===== src/rtl/spi_master.sv =====
// Mode-0 SPI master (CPOL=0, CPHA=0), MSB first.
// Shifts a WIDTH-bit word out on mosi while capturing WIDTH bits from miso
// under a single active-low chip select. Each SCK half-period lasts CLK_DIV
// system clocks. Every output comes straight from a flop.
//
// Handshake: a transfer is accepted on a rising clk edge where start=1 and
// ready=1. tx_data is captured on that same edge. start is ignored while
// ready=0 and is never queued. Completion is signalled by a one-cycle
// rx_valid pulse. rx_data keeps its value until the next completion, or
// until reset clears it.
module spi_master #(
  parameter int WIDTH   = 8,
  parameter int CLK_DIV = 2
) (
  input  logic             clk,
  input  logic             rst,
  input  logic             start,
  input  logic [WIDTH-1:0] tx_data,
  output logic             ready,
  output logic [WIDTH-1:0] rx_data,
  output logic             rx_valid,
  output logic             sck,
  output logic             cs,
  output logic             mosi,
  input  logic             miso,
  output logic [2:0]       state_dbg
);

  localparam int DIV_W = (CLK_DIV > 1) ? $clog2(CLK_DIV) : 1;
  localparam int BIT_W = $clog2(WIDTH);
  localparam logic [DIV_W-1:0] DIV_LAST = DIV_W'(CLK_DIV - 1);
  localparam logic [BIT_W-1:0] BIT_LAST = BIT_W'(WIDTH - 1);

  typedef enum logic [2:0] {
    IDLE   = 3'd0,
    SETUP  = 3'd1,
    SCK_HI = 3'd2,
    SCK_LO = 3'd3,
    HOLD   = 3'd4,
    GAP    = 3'd5
  } state_t;

  state_t           state, state_next;
  logic [DIV_W-1:0] div_cnt, div_next;
  logic [BIT_W-1:0] bit_cnt, bit_next;
  // The MSB goes straight to mosi on accept, so only the remaining bits are kept.
  logic [WIDTH-2:0] tx_shift, tx_shift_next;
  logic [WIDTH-1:0] rx_shift, rx_shift_next;
  logic [WIDTH-1:0] rx_data_next;
  logic             rx_valid_next;
  logic             sck_next;
  logic             cs_next;
  logic             mosi_next;
  logic             ready_next;
  logic             div_done;

  assign div_done  = (div_cnt == DIV_LAST);
  assign state_dbg = state;

  // Next-state and next-output logic. Each state lasts exactly one SCK half-period.
  always_comb begin
    state_next    = state;
    div_next      = div_cnt;
    bit_next      = bit_cnt;
    tx_shift_next = tx_shift;
    rx_shift_next = rx_shift;
    rx_data_next  = rx_data;
    rx_valid_next = 1'b0;
    sck_next      = sck;
    cs_next       = cs;
    mosi_next     = mosi;
    ready_next    = ready;

    if (state != IDLE) begin
      div_next = div_done ? '0 : div_cnt + DIV_W'(1);
    end

    case (state)
      IDLE: begin
        if (start && ready) begin
          tx_shift_next = tx_data[WIDTH-2:0];
          mosi_next     = tx_data[WIDTH-1];
          cs_next       = 1'b0;
          ready_next    = 1'b0;
          div_next      = '0;
          bit_next      = '0;
          state_next    = SETUP;
        end
      end
      SETUP: begin
        if (div_done) begin
          sck_next      = 1'b1;
          rx_shift_next = {rx_shift[WIDTH-2:0], miso};
          state_next    = SCK_HI;
        end
      end
      SCK_HI: begin
        if (div_done) begin
          sck_next = 1'b0;
          if (bit_cnt == BIT_LAST) begin
            // Last falling edge: mosi keeps its value through the hold phase.
            state_next = HOLD;
          end else begin
            bit_next      = bit_cnt + BIT_W'(1);
            mosi_next     = tx_shift[WIDTH-2];
            tx_shift_next = tx_shift << 1;
            state_next    = SCK_LO;
          end
        end
      end
      SCK_LO: begin
        if (div_done) begin
          sck_next      = 1'b1;
          rx_shift_next = {rx_shift[WIDTH-2:0], miso};
          state_next    = SCK_HI;
        end
      end
      HOLD: begin
        if (div_done) begin
          cs_next       = 1'b1;
          mosi_next     = 1'b0;
          rx_data_next  = rx_shift;
          rx_valid_next = 1'b1;
          state_next    = GAP;
        end
      end
      GAP: begin
        // Keeps cs high for at least one half-period between transfers.
        if (div_done) begin
          ready_next = 1'b1;
          state_next = IDLE;
        end
      end
      default: begin
        state_next = IDLE;
      end
    endcase
  end

  // State and output registers. Reset aborts any transfer in progress.
  always_ff @(posedge clk) begin
    if (rst) begin
      state    <= IDLE;
      div_cnt  <= '0;
      bit_cnt  <= '0;
      tx_shift <= '0;
      rx_shift <= '0;
      rx_data  <= '0;
      rx_valid <= 1'b0;
      sck      <= 1'b0;
      cs       <= 1'b1;
      mosi     <= 1'b0;
      ready    <= 1'b1;
    end else begin
      state    <= state_next;
      div_cnt  <= div_next;
      bit_cnt  <= bit_next;
      tx_shift <= tx_shift_next;
      rx_shift <= rx_shift_next;
      rx_data  <= rx_data_next;
      rx_valid <= rx_valid_next;
      sck      <= sck_next;
      cs       <= cs_next;
      mosi     <= mosi_next;
      ready    <= ready_next;
    end
  end

endmodule


===== config.mk =====
export PLATFORM = sky130hd
export DESIGN_NAME = spi_master
export DESIGN_NICKNAME = d
export VERILOG_FILES = /design/src/rtl/spi_master.sv
export SDC_FILE = /design/constraint.sdc
export NUM_CORES = 1
export LEC_CHECK = 0
export CORE_MARGIN = 3
export CORE_UTILIZATION = 40
export DETAILED_ROUTE_END_ITERATION = 8
export HOLD_SLACK_MARGIN = 0.12
export PLACE_DENSITY = 0.73
export SLEW_MARGIN = 20
export SYNTH_ARGS = -nofsm -noshare
export SYNTH_HDL_FRONTEND = slang
export SYNTH_SLANG_ARGS = --single-unit

===== constraint.sdc =====
create_clock -name clk -period 3.9 [get_ports clk]
set_input_delay 0.78 -clock clk [delete_from_list [all_inputs] [get_ports clk]]
set_output_delay 0.78 -clock clk [all_outputs]
set_load 0.02 [all_outputs]

After elaboration in Yosys (flattened, before gate mapping)
Cells that the tools add are included.
{"block": "op_classes", "n_addsub": 2, "mul": 0, "div": 0, "order_cmp": 0, "eq_ne": 12, "shifts": 0, "muxes": 30, "n_bitwise": 1, "n_reduce_logical": 18}
{"operator": "3-bit 2-to-1 mux", "n": 9}
{"operator": "7-bit 2-to-1 mux", "n": 3}
{"operator": "3-bit case mux with 5 select lines", "n": 1}
{"operator": "7-bit case mux with 2 select lines", "n": 1}
{"operator": "1-bit 2-to-1 mux", "n": 11}
{"operator": "2-bit inequality test, second input constant", "n": 5}
{"operator": "5-bit AND reduction", "n": 2}
{"operator": "3-bit equality test, second input constant", "n": 3}
{"operator": "3-bit AND reduction", "n": 3}
{"operator": "2-bit nonzero test", "n": 4}
{"operator": "3-bit by 2-bit equality test with 1-bit output, second input constant", "n": 2}
{"operator": "1-bit case mux with 2 select lines", "n": 3}
{"operator": "3-bit case mux with 2 select lines", "n": 1}
{"operator": "3-bit nonzero test", "n": 2}
{"operator": "2-bit AND reduction", "n": 2}
{"operator": "4-bit AND reduction", "n": 1}
{"operator": "2-bit OR reduction", "n": 2}
{"operator": "3-bit by 1-bit adder with 3-bit output, second input constant", "n": 1}
{"operator": "3-bit by 1-bit equality test with 1-bit output, second input constant", "n": 1}
{"operator": "3-bit logical NOT", "n": 1}
{"operator": "1-bit case mux with 3 select lines", "n": 1}
{"operator": "2-bit by 1-bit inequality test with 1-bit output, second input constant", "n": 1}
{"operator": "1-bit adder, second input constant", "n": 1}
{"operator": "1-bit logical AND", "n": 1}
{"operator": "1-bit inverter", "n": 1}
{"block": "totals", "regBits": 35, "latchBits": 0, "ramBits": 0, "rom_bits": 0, "input_bits": 12, "out_inout_bits": 16, "elab_cells": 74, "memories": 0}

Depth between registers and ports, before layout
Gate-level depths: netlist of run 1.
{"block": "logic_depth", "word_depth": 5, "ltp_mapped": 6, "ltp_nobuf": 6}

Least setup slack after synthesis of run 1
Ideal clock, no wire load.
{"block": "synth_path", "path_kind": "in2reg", "from": "in rst", "to": "reg rx_data[0]", "setup_ns": 0.060, "arrival_time_ns": 1.637, "t_required_ns": 3.840, "path_slack_ns": 2.203, "path_stages": 3, "n_path_buf": 1, "cell_sequence": "clkbuf_1 -> a31oi_1 -> a22o_1"}
{"item": "start, declared", "line_no": "16", "text": "input logic rst,"}
{"item": "end signal, assigned", "line_no": "160", "text": "rx_data <= rx_data_next;"}
{"item": "end, declared", "line_no": "20", "text": "output logic [WIDTH-1:0] rx_data,"}

Final worst setup path of run 1
{"block": "layout_path", "from": "reg state[0], in the netlist state_dbg[0]", "to": "out state_dbg[0]"}
{"item": "start, declared", "line_no": "43", "text": "state_t state, state_next;"}
{"item": "start signal, assigned", "line_no": "155", "text": "state <= state_next;"}
{"item": "end, declared", "line_no": "26", "text": "output logic [2:0] state_dbg"}
No word-level cell between the ends.

==> results of run 1 <==
==> per-layer routing <==
layer / vias to the layer above / routed length (um) / GRT usage [%]
met5: - / 0 / 0
met4: 0 / 40 / 8.354
met3: 4 / 113 / 4.890
met2: 27 / 1422 / 22.33
met1: 594 / 1466 / 18.43
li1: 634 / - / -
==> final timing paths <==
kind | end | slack, ps | cells after the start
worst min-delay path | cs | 460 | 2
worst min register to register | cs | 460 | 2
worst max-delay path | state_dbg[0] | 1260 | 1
worst max register to register | tx_shift[2] | 1940 | 4
==> area by class of cell <==
| type | count | area, um^2 |
|---|---|---|
| clock buffer | 5 | 68.82 |
| fill | 324 | 1602 |
| timing repair buffer | 29 | 285.3 |
| tap | 46 | 57.56 |
| clock inverter | 3 | 15.01 |
| inverter | 3 | 11.26 |
| sequential | 35 | 700.7 |
| multi-input combinational | 111 | 728.2 |
==> worst register-to-register path, delay by kind of cell, from the launching register on <==
family             cells  cell delay, ps
AOI/OAI and AO/OA      2             680
DFF                    1             720
and+or+nand+nor        2             470
==> power breakdown <==
group | leakage [nW] | switching, W | total [W] | internal, W
clock | 0.0477 | 0.000127 | 0.000248 | 0.000122
sequential | 0.284 | 0.0000266 | 0.000403 | 0.000377
combinational | 0.326 | 0.0000601 | 0.000117 | 0.0000565
==> logic make-up after synthesis <==
| family | share of synthesized area (%) |
|---|---|
| compound gates | 22.78 |
| fa+ha+maj | 2.513 |
| buf+inv | 4.355 |
| flops | 46.90 |
| mux | 4.774 |
| simple gates | 18.68 |
==> cell usage in the layout (no fill, tap or decap), types with 2 or more instances in the layout <==
cell             instances
a211oi_1                 4
a22o_1                   8
a21oi_1                 15
dfxtp_1                 35
buf_4                    2
nor2_1                  12
clkinv_2                 3
nor3_1                   2
mux2i_1                  6
o21a_1                   2
a211oi_2                 2
nor2b_1                  3
clkbuf_8                 5
o211ai_1                 3
o21ai_0                  2
inv_1                    3
nand2_1                 19
a31oi_1                  3
clkdlybuf4s50_1         27
nand3_1                 12
ha_1                     3
o32a_1                   2
==> registers in the layout, indices dropped and copies added (netlist names) <==
register   count
cs             1
rx_valid       1
bit_cnt        3
div_cnt        1
sck            1
rx_shift       8
ready          1
rx_data        8
mosi           1
tx_shift       7
state_dbg      3
==> per-stage QoR <==
step | cell area, um^2 | total power, W | hold WS [ps] | cells
final | 1867 | 0.0007682 | 456.2 | 232
after global routing | 1867 | 0.0008021 | 479.8 | 232
after CTS | 1867 | 0.0007752 | 463.8 | 232
after detailed placement | 1783 | 0.0005274 | 453.2 | 224
after global placement | 1783 | 0.0005238 | 443.7 | 224
after floorplan | 1494 | 0.0004915 | 436.0 | 160
==> flow_summary.ini, run 1 <==
[setup_path]
path_buf_inv = 1
worstReg2RegStart = state_dbg[1]
cp_top_family = flip-flops
slowest_delay_ps = 830
cp_data_arrival_time_ps = 1860
setup.worst_path.start = state_dbg[0]
path_cells = clkdlybuf4s50_1
critPathSlowestCell = dfxtp_1
critPathRequiredTime_ps = 3120
startpoint_type = flop
crit_type = reg -> out
path_max_fanout = 23
endpoint_kind = primary output

[clock_tree]
cts_resized = 0
max-clock-path-buffers = 2
cts-hold-fix-buffers = 0
tritoncts = built
h-tree-depth = 2
clock_sinks = 35
path_clk_slew_ps = 70
postCtsSetupRepairBufs = 0
cts_buffers = 5
cts-root-buf = clkbuf_8
clkLatencyLatePin_ps = 290

[die]
dieWidth_um = 67.12
core_area_mm2 = 0.003468
initial_core_util_pct = 43.07
rows = 21
chipHeight_um = 67.12
dieArea_mm2 = 0.004504
pin_count = 28

[timing]
final-hold-violation-count = 0
worst_slack_ps = 1258
tightest_slew_ps = 782.5
setup_viol = 0
worst_clock_skew_ps = 5.638
period_needed_ps = 2642
slew_violations = 0
relSlewSlack_pct = 47.76
rsz0062_at_grt = no
post-route-period-util_pct = 67.74
tns_ps = 0
fmax_ghz = 0.3785

[synth]
synth_top_area_cell = dfxtp_1
synth_ff_type = dfxtp_1
ys_ff_latch = 35
syn_nets = 175
netlist_area_mm2 = 0.001494
synth_top_area_share_pct = 46.90
synth_cell_types = 35
yosysMostFrequentCell = dfxtp_1
postSynthAreaPerCell_um2 = 9.337
synth-seq-area-share_pct = 46.90
async_flop_share_pct = 0
synth-edff-count = 0
synth_cells = 160
synth_area_leaders = dfxtp_1 47%, a21oi_1 5.0%, nand2_1 4.8%, a22o_1 4.7%, mux2i_1 4.0%
synth_warnings = 0
yosys-top-cells-count = 35 x dfxtp_1, 19 x nand2_1, 15 x a21oi_1

[run]
cap_viol_max_count = 0

[route]
vias_per_cell = 5.427
drt_iter0_drc = 114
ant_nets = 0
routed_wl_um = 3042
wire_per_inst_um = 13.11
vias = 1259
drc = 0
dr.pass1.iters = 4

[cells_and_area]
post-route-util_pct = 53.82
area_growth_pct = 24.96
antenna_cells = 0
layout.nets = 200
drive_gt1_share_pct = 8.602

[outcome]
status = finished, final reports clean

[power]
power.density_mw_per_mm2 = 411.5
vdd_drop_max_mv = 0.2366
p_leak_nw = 0.6577

[place]
portBuffers = 27
place_ws_ps = 1571
post-dp-hpwl_um = 2115
place_congestion = 0.8849

[grt]
grt_max_degree = 24
antenna_found_initial = 0
grt_pass1_vias = 1141
grtUsageTotal_pct = 14.82
grt_overflow = 0
grt_pass1_wl_um = 5016

[min_path]
holdCritStartpoint = cs
hp-class = reg -> reg
(Power assumes the default switching activity.)
==> run 2: changes to the inputs <==
Clock period 3.9 ns to 2.5 ns, I/O delays scaled along.
==> run 2 against run 1 <==
  * Sequential power up 53%
  * Final area up 3.6%
  * Final cell count up 2.2%
  * Combinational power up 78%
  * Highest routed layer unchanged
  * Register-to-register slack worse by 1300 ps
  * Routed wire length up 6.1%
  * Worst setup slack worse by 900 ps
  * Non-clock buffer count up 5
  * First-iteration DRC count up 7.9%
  * Die area unchanged
  * Clock skew about the same
==> flow_summary.ini, run 2 (synthesized netlist as in run 1, its figures left out) <==
[clock_tree]
postCtsSetupRepairBufs = 0
cts-root-buf = clkbuf_8
max-clock-path-buffers = 2
cts-hold-fix-buffers = 0
cts_buffers = 5
cts_resized = 0
tritoncts = built
clkLatencyLatePin_ps = 290
path_clk_slew_ps = 70
h-tree-depth = 2
clock_sinks = 35

[grt]
grtUsageTotal_pct = 16.04
grt_pass1_wl_um = 5457
grt_pass1_vias = 1163
grt_max_degree = 17
antenna_found_initial = 0
grt_overflow = 0

[setup_path]
critPathSlowestCell = clkdlybuf4s50_1
critPathRequiredTime_ps = 2000
cp_top_family = buffers and inverters
path_buf_inv = 1
path_max_fanout = 16
slowest_delay_ps = 710
startpoint_type = flop
cp_data_arrival_time_ps = 1640
path_cells = clkdlybuf4s50_1
worst-r2r-cell-count = 4
crit_type = reg -> out
endpoint_kind = primary output
critical_path_cell_count = 1

[route]
vias_per_cell = 5.359
drc = 0
vias = 1270
routed_wl_um = 3228
wl_met1_um = 1527
dr.pass1.iters = 4
top_layer_used = met4
met3_length_um = 132
wire_per_inst_um = 13.62
drt_iter0_drc = 123
ant_nets = 0
wl_met2_um = 1530

[power]
p_sw_share_pct = 26.17
combPwrFrac_pct = 15.7
power_switching_w = 0.0003479
pwr-share-clk_pct = 37.9
power.density_mw_per_mm2 = 687.6
vdd_drop_max_mv = 0.2764
p_int_w = 0.0009813
p_seq_share_pct = 46.5
p_leak_nw = 0.6936

[min_path]
hp-class = reg -> reg
hold_path_depth = 2

[die]
rows = 21
initial_core_util_pct = 43.07
core_area_mm2 = 0.003468
chipHeight_um = 67.12
pin_count = 28
dieArea_mm2 = 0.004504
dieWidth_um = 67.12

[cells_and_area]
area_growth_pct = 29.40
drive_gt1_share_pct = 10.99
antenna_cells = 0
fill_cells = 314
post-route-util_pct = 55.74
layout.nets = 205
mostFrequentLayoutCell = dfxtp_1
top_regs = rx_data: 8 flops, rx_shift: 8 flops, tx_shift: 7 flops
most-common-layout-cells = 35 x dfxtp_1, 27 x clkdlybuf4s50_1, 19 x nand2_1

[timing]
fmax_ghz = 0.4679
final-hold-violation-count = 0
tns_ps = 0
relSlewSlack_pct = 63.87
rsz0062_at_grt = no
tightest_slew_ps = 537.8
period_needed_ps = 2137
post-route-period-util_pct = 85.49
worst_clock_skew_ps = 5.293
slew_violations = 0
setup_viol = 0

[place]
place_congestion = 0.8434
post-dp-hpwl_um = 2261
portBuffers = 27

[run]
cap_viol_max_count = 0

[outcome]
status = finished, final reports clean
-- run 2: cell type report --
class                   count  area (um^2)  area share [%]
clock inverters             3        43.79           2.265
flip-flops and latches     35        700.7           36.25
well taps                  46        57.56           2.977
multi-input cells         111        728.2           37.67
clock buffers               5        68.82           3.560
repair buffers             34        322.8           16.70
inverters                   3        11.26          0.5825
-- run 2: through the flow --
stage	hold WS [ps]	setup slack, ps	instance area (um^2)	total power [W]	instances
after floorplan	436.0	982.3	1494	0.0007667	160
after global placement	434.7	598.5	1821	0.0008283	229
after detailed placement	441.9	538.4	1821	0.0008370	229
after CTS	453.1	343.9	1933	0.001343	237
after global routing	482.9	280.4	1933	0.001387	237
final	447.5	362.8	1933	0.001329	237
-- run 2: power by group through the flow --
stage / logic (W) / registers [W] / clock network [W]
finish: 0.000208 / 0.000618 / 0.000503
floorplan: 0.000138 / 0.000629 / 0
global placement: 0.000201 / 0.000627 / 0
global route: 0.000229 / 0.000622 / 0.000536
detailed placement: 0.000207 / 0.000630 / 0
CTS: 0.000208 / 0.000617 / 0.000518
-- run 2: worst paths after layout --
| check | startpoint | end | slack, ps |
|---|---|---|---|
| setup / recovery | state_dbg[2] | state_dbg[2] | 360 |
| hold / removal | cs | cs | 450 |
| setup reg to reg | state_dbg[2] | tx_shift[4] | 670 |
| hold reg to reg | cs | cs | 450 |
-- run 2: metal layers --
layer	up-vias	track usage, %
met5	-	0
met1	590	21.19
met2	31	24.29
met3	5	4.553
li1	644	-
met4	0	6.835
==> run 3: changes to the inputs <==
Settings changed: CORE_UTILIZATION 40 to 50, PLACE_DENSITY 0.73 to 0.86.
==> run 3 against run 2 <==
  * Flip-flop and latch count is the same
  * Register-to-register slack worse by 150 ps
  * Core utilization grew 10 points
  * Total power fell by 15%
  * Final cell count shrank 6.8%
  * Critical path type unchanged
  * Largest cell class unchanged
==> flow_summary.ini, run 3 (synthesized netlist as in run 1, its figures left out) <==
[route]
routed_wl_um = 3224
vias_per_cell = 5.860
wire_per_inst_um = 14.59
dr.pass1.iters = 4
vias = 1295
drc = 0
ant_nets = 0
drt_iter0_drc = 45

[place]
post-dp-hpwl_um = 2351
portBuffers = 27
place_congestion = 0.8326

[timing]
post-route-period-util_pct = 90.73
tightest_slew_ps = 603.0
relSlewSlack_pct = 59.74
rsz0062_at_grt = no
slew_violations = 0
setup_viol = 0
worst_clock_skew_ps = 4.666
final-hold-violation-count = 0
fmax_ghz = 0.4409
tns_ps = 0
period_needed_ps = 2268

[power]
p_leak_nw = 0.6696
vdd_drop_max_mv = 0.3565
finalPower_w = 0.001133
power.density_mw_per_mm2 = 609.7

[cells_and_area]
multiInputGateArea_um2 = 728.2
register_area_um2 = 700.7
top_regs = rx_data: 8 flops, rx_shift: 8 flops, tx_shift: 7 flops
most-common-layout-cells = 35 x dfxtp_1, 27 x clkdlybuf4s50_1, 19 x nand2_1
layout.nets = 205
mostFrequentLayoutCell = dfxtp_1
antenna_cells = 0
drive_gt1_share_pct = 10.53
fill_cells = 225
area_growth_pct = 24.37

[setup_path]
cp-endpoint = state_dbg[1]
slowest_delay_ps = 720
path_buf_inv = 1
endpoint_kind = primary output
startpoint_type = flop
setup.worst_path.start = state_dbg[1]
worst-r2r-cell-count = 4
cp_data_arrival_time_ps = 1770
r2r-end = tx_shift[1]
rrSetupSlack_ps = 520
critPathSlowestCell = dfxtp_1
worstReg2RegStart = state_dbg[1]
critical_path_cell_count = 1
path_cells = clkdlybuf4s50_1
cp_top_family = flip-flops
critPathRequiredTime_ps = 2000
crit_type = reg -> out
path_max_fanout = 18

[die]
pin_count = 28
rows = 19
initial_core_util_pct = 53.26
core_area_mm2 = 0.002805
dieWidth_um = 60.66
dieArea_mm2 = 0.003680
chipHeight_um = 60.66

[clock_tree]
cts-hold-fix-buffers = 0
cts_buffers = 5
clock_sinks = 35
cts_resized = 0
tritoncts = built
clkLatencyLatePin_ps = 330
max-clock-path-buffers = 2
postCtsSetupRepairBufs = 0
h-tree-depth = 2
path_clk_slew_ps = 100
cts-root-buf = clkbuf_4

[outcome]
status = finished, final reports clean

[grt]
grt_pass1_vias = 1199
antenna_found_initial = 0
grtUsageTotal_pct = 19.40
grt_max_degree = 19
grt_pass1_wl_um = 5292
grt_overflow = 0

[min_path]
hp-class = reg -> reg
hold_path_depth = 2

[run]
cap_viol_max_count = 0
[run 3: changes by cell type in the layout (fill, tap and decap cells not counted), sizes merged]
cell / change
bufinv: -1
clkinv: -1
clkbuf: +1
[run 3: metal layers]
metal | wire (um) | part of all wire (%) | vias to the layer above | track usage, %
met4 | 86 | 2.7 | 0 | 9.288
li1 | - | - | 641 | -
met3 | 143 | 4.4 | 9 | 5.745
met2 | 1566 | 49 | 35 | 30.08
met5 | 0 | 0 | - | 0
met1 | 1428 | 44 | 610 | 24.71
[run 3: worst min-delay path by stage]
stage / start / end / slack (ps)
4_1_cts: cs / cs / 450
6_report: cs / cs / 450
5_1_grt: rx_shift[7] / rx_shift[7] / 480
2_1_floorplan: rx_shift[7] / rx_shift[7] / 440
3_5_place_dp: cs / cs / 440
3_3_place_gp: cs / cs / 430
[run 3: cell type report]
cell class | count | share of cell area, %
clock inverter | 1 | 0.2694
timing repair buffer | 34 | 17.37
sequential | 35 | 37.71
clock buffer | 6 | 2.761
multi-input combinational | 111 | 39.19
inverter | 3 | 0.6061
tap | 31 | 2.088
[run 3: power breakdown]
group	switching, W	total, W	leakage, nW	internal (W)
Clock	0.000176	0.000306	0.0341	0.000130
Combinational	0.000109	0.000206	0.351	0.0000973
Sequential	0.0000334	0.000620	0.284	0.000587
Total	0.000318	0.00113	0.670	0.000814
[run 3: per-stage QoR]
stage          instance area [um^2]  utilization (%)  instances  hold slack [ps]  worst slack (ps)
6_report                       1858            66.24        221            449.0             231.8
5_1_grt                        1858            66.24        221            484.3             88.29
4_1_cts                        1858            66.24        221            452.1             208.3
3_5_place_dp                   1802            64.23        214            438.8             521.2
3_3_place_gp                   1802            64.23        214            430.4             599.0
2_1_floorplan                  1494                -        160            436.0             982.3
==> RTL change: new RTL, flow settings as in run 3 <==
The parameter `CLK_DIV` goes from 2 to 4.
--- a/src/rtl/spi_master.sv
+++ b/src/rtl/spi_master.sv
@@ -10,7 +10,7 @@
 // until reset clears it.
 module spi_master #(
   parameter int WIDTH   = 8,
-  parameter int CLK_DIV = 2
+  parameter int CLK_DIV = 4
 ) (
   input  logic             clk,
   input  logic             rst,
Function: changed (Yosys sat finds a counterexample within 4 cycles, from zero or initial values and one cycle with rst high).
==> RTL change against run 3 <==
Clock power grew 7.5%. Design area up 1.3%. Synthesized area up 1.9%. Total power decreased by 5.0%. Sequential cell count is 1 higher. Wire length decreased by 4.3%. Clock skew up 0.0023 ns. Worst setup slack improved by 0.036 ns. Critical endpoint is now state_dbg[0].
==> RTL change: results (changes against run 3) <==
stage,metric,value,unit,change
run_status,outcome,finished clean,,
synth,Synth warnings,0,,unchanged
layout,Largest regs,"rx_data: 8 flops, rx_shift: 8 flops, tx_shift: 7 flops",,
worst_setup_path,register-to-register setup slack,0.55,ns,+0.03 ns
drt,met2 wire length,1530,um,-2.2%
layout,share of cells above drive strength 1,9.60,%,-0.93 points
grt,global-route wire length before repair,5330,um,+0.64%
placement,post-DP HPWL,2150,um,-8.4%
clocking,Worst-Skew Late Latency,0.34,ns,
timing,worst hold margin,0.464,ns,+0.0151 ns
placement,GPL Wtd Cong,0.798,,-4.2%
clocking,clk buf depth,2,,unchanged
synth,Netlist cell types,33,,-5.7%
clocking,Resize count post-CTS,0,,unchanged
hold_path,hold crit path type,reg -> reg,,
placement,dpl cell area,1820,um^2,+1.0%
drt,Via density,5.70,,-2.7%
worst_setup_path,Worst path max stage delay,0.71,ns,
timing,Final Cycle Share,89.3,%,-1.5 points
drt,drt first pass iters,4,,unchanged
power,Peak VDD IR,341,uV,-4.4%
clocking,number of setup buffers added after CTS,0,,unchanged
grt,gr usage total,19.5,%,+0.075 points
placement,Cells after DPL,221,,+3.3%
timing,worst-margin pin slew,0.849,ns,+0.246 ns
grt,vias in the first global route,1272,,+6.1%
grt,largest net degree at the start of global routing,20,,+1
drt,Metal-1 WL,1370,um,-3.9%
synth,ys async rst share,0,%,unchanged
clocking,Num CTS Buffers,5,,unchanged
clocking,CTS HTree Levels,2,,unchanged
worst_setup_path,crit-path leading delay family,buffers and inverters,,
grt,antenna violations before repair,0,,unchanged
synth,Post-synth top cells,"dfxtp_1 (36), nand2_1 (27), nor2_1 (19), a21oi_1 (15), a22o_1 (9)",,
drt,initial DRC count,38,,-16%
placement,"worst slack, placed",0.393,ns,-0.128 ns
power,P_leak,0.000677,uW,+1.2%
synth,top_reg_cell synth,dfxtp_1,,
synth,ranking of synthesized cells by area,"dfxtp_1 (47%), nand2_1 (6.7%), a22o_1 (5.2%)",,
clocking,clock-pin slew on the worst setup and hold paths,0.10,ns,about the same
layout,fillcell total,229,,+1.8%
drt,routed wl met3,103,um,-28%
power,sw power,277,uW,-13%
drt,WL final,3080,um,-4.3%
placement,IO Port Bufs,27,,unchanged
layout,ant diodes,0,,unchanged
layout,Final nets,212,,+3.4%
timing,Worst Skew,0.00696,ns,+0.00229 ns
clocking,Root Buffer,clkbuf_4,,
synth,post-synth net total,184,,+5.1%
worst_setup_path,"Max stage delay cell, worst path",clkdlybuf4s50_1,,
drt,Vias,1306,,+0.85%
synth,post-synthesis sequential area ratio,47.3,%,+0.43 points
drt,Top Metal Used,met4,,
layout,area of the multi-input gates,742,um^2,+1.9%
synth,synthesized area per cell,9.01,um^2,-3.5%
worst_setup_path,crit-path max FO,16,,-2
## RTL change: changes by cell type after synthesis, sizes merged, moves of 3 or more
| cell | run 3 | this run |
|---|---|---|
| nand2b | 1 | 4 |
| nand2 | 19 | 27 |
| nor2 | 12 | 19 |
| nand3 | 12 | 3 |
| o211ai | 3 | 0 |
## RTL change: kinds of logic (layout without fill, tap and decap cells)
group,after synthesis,after routing,synth area share [%]
buf+inv,13,42,3.94
fa+ha+maj,3,3,2.47
simple gates,68,68,21.1
compound gates,41,41,19.8
mux,8,8,5.34
flops,36,36,47.3
## RTL change: cell type report
cell class,count,share of cell area (%)
Inverter,1,0.199
Sequential cell,36,38.3
Timing Repair Buffer,33,16.7
Tap cell,31,2.06
Clock buffer,7,2.92
Clock inverter,1,0.399
Multi-Input combinational cell,120,39.4
## RTL change: routing by layer
layer,GRT usage (%),vias to the layer above
li1,-,655
met1,22.4,623
met5,0,-
met2,32.5,22
met3,6.29,6
met4,9.60,0
## RTL change: power by group through the flow
stage / Clock, uW / Sequential (uW) / Combinational, uW
floorplan: 0 / 628 / 82.1
global placement: 0 / 627 / 124
detailed placement: 0 / 630 / 129
CTS: 337 / 616 / 131
global route: 366 / 620 / 144
finish: 329 / 616 / 130
## RTL change: worst paths after layout
check                                          startpoint                       end  depth (start not counted)
worst max-delay path            state_dbg[0]$_SDFFE_PP0P_              state_dbg[0]                          1
worst min-delay path             rx_shift[7]$_SDFFE_PP0P_  rx_shift[7]$_SDFFE_PP0P_                          2
worst max register to register      div_cnt[0]$_SDFF_PP0_  tx_shift[5]$_SDFFE_PP0P_                          6
worst min register to register   rx_shift[7]$_SDFFE_PP0P_  rx_shift[7]$_SDFFE_PP0P_                          2
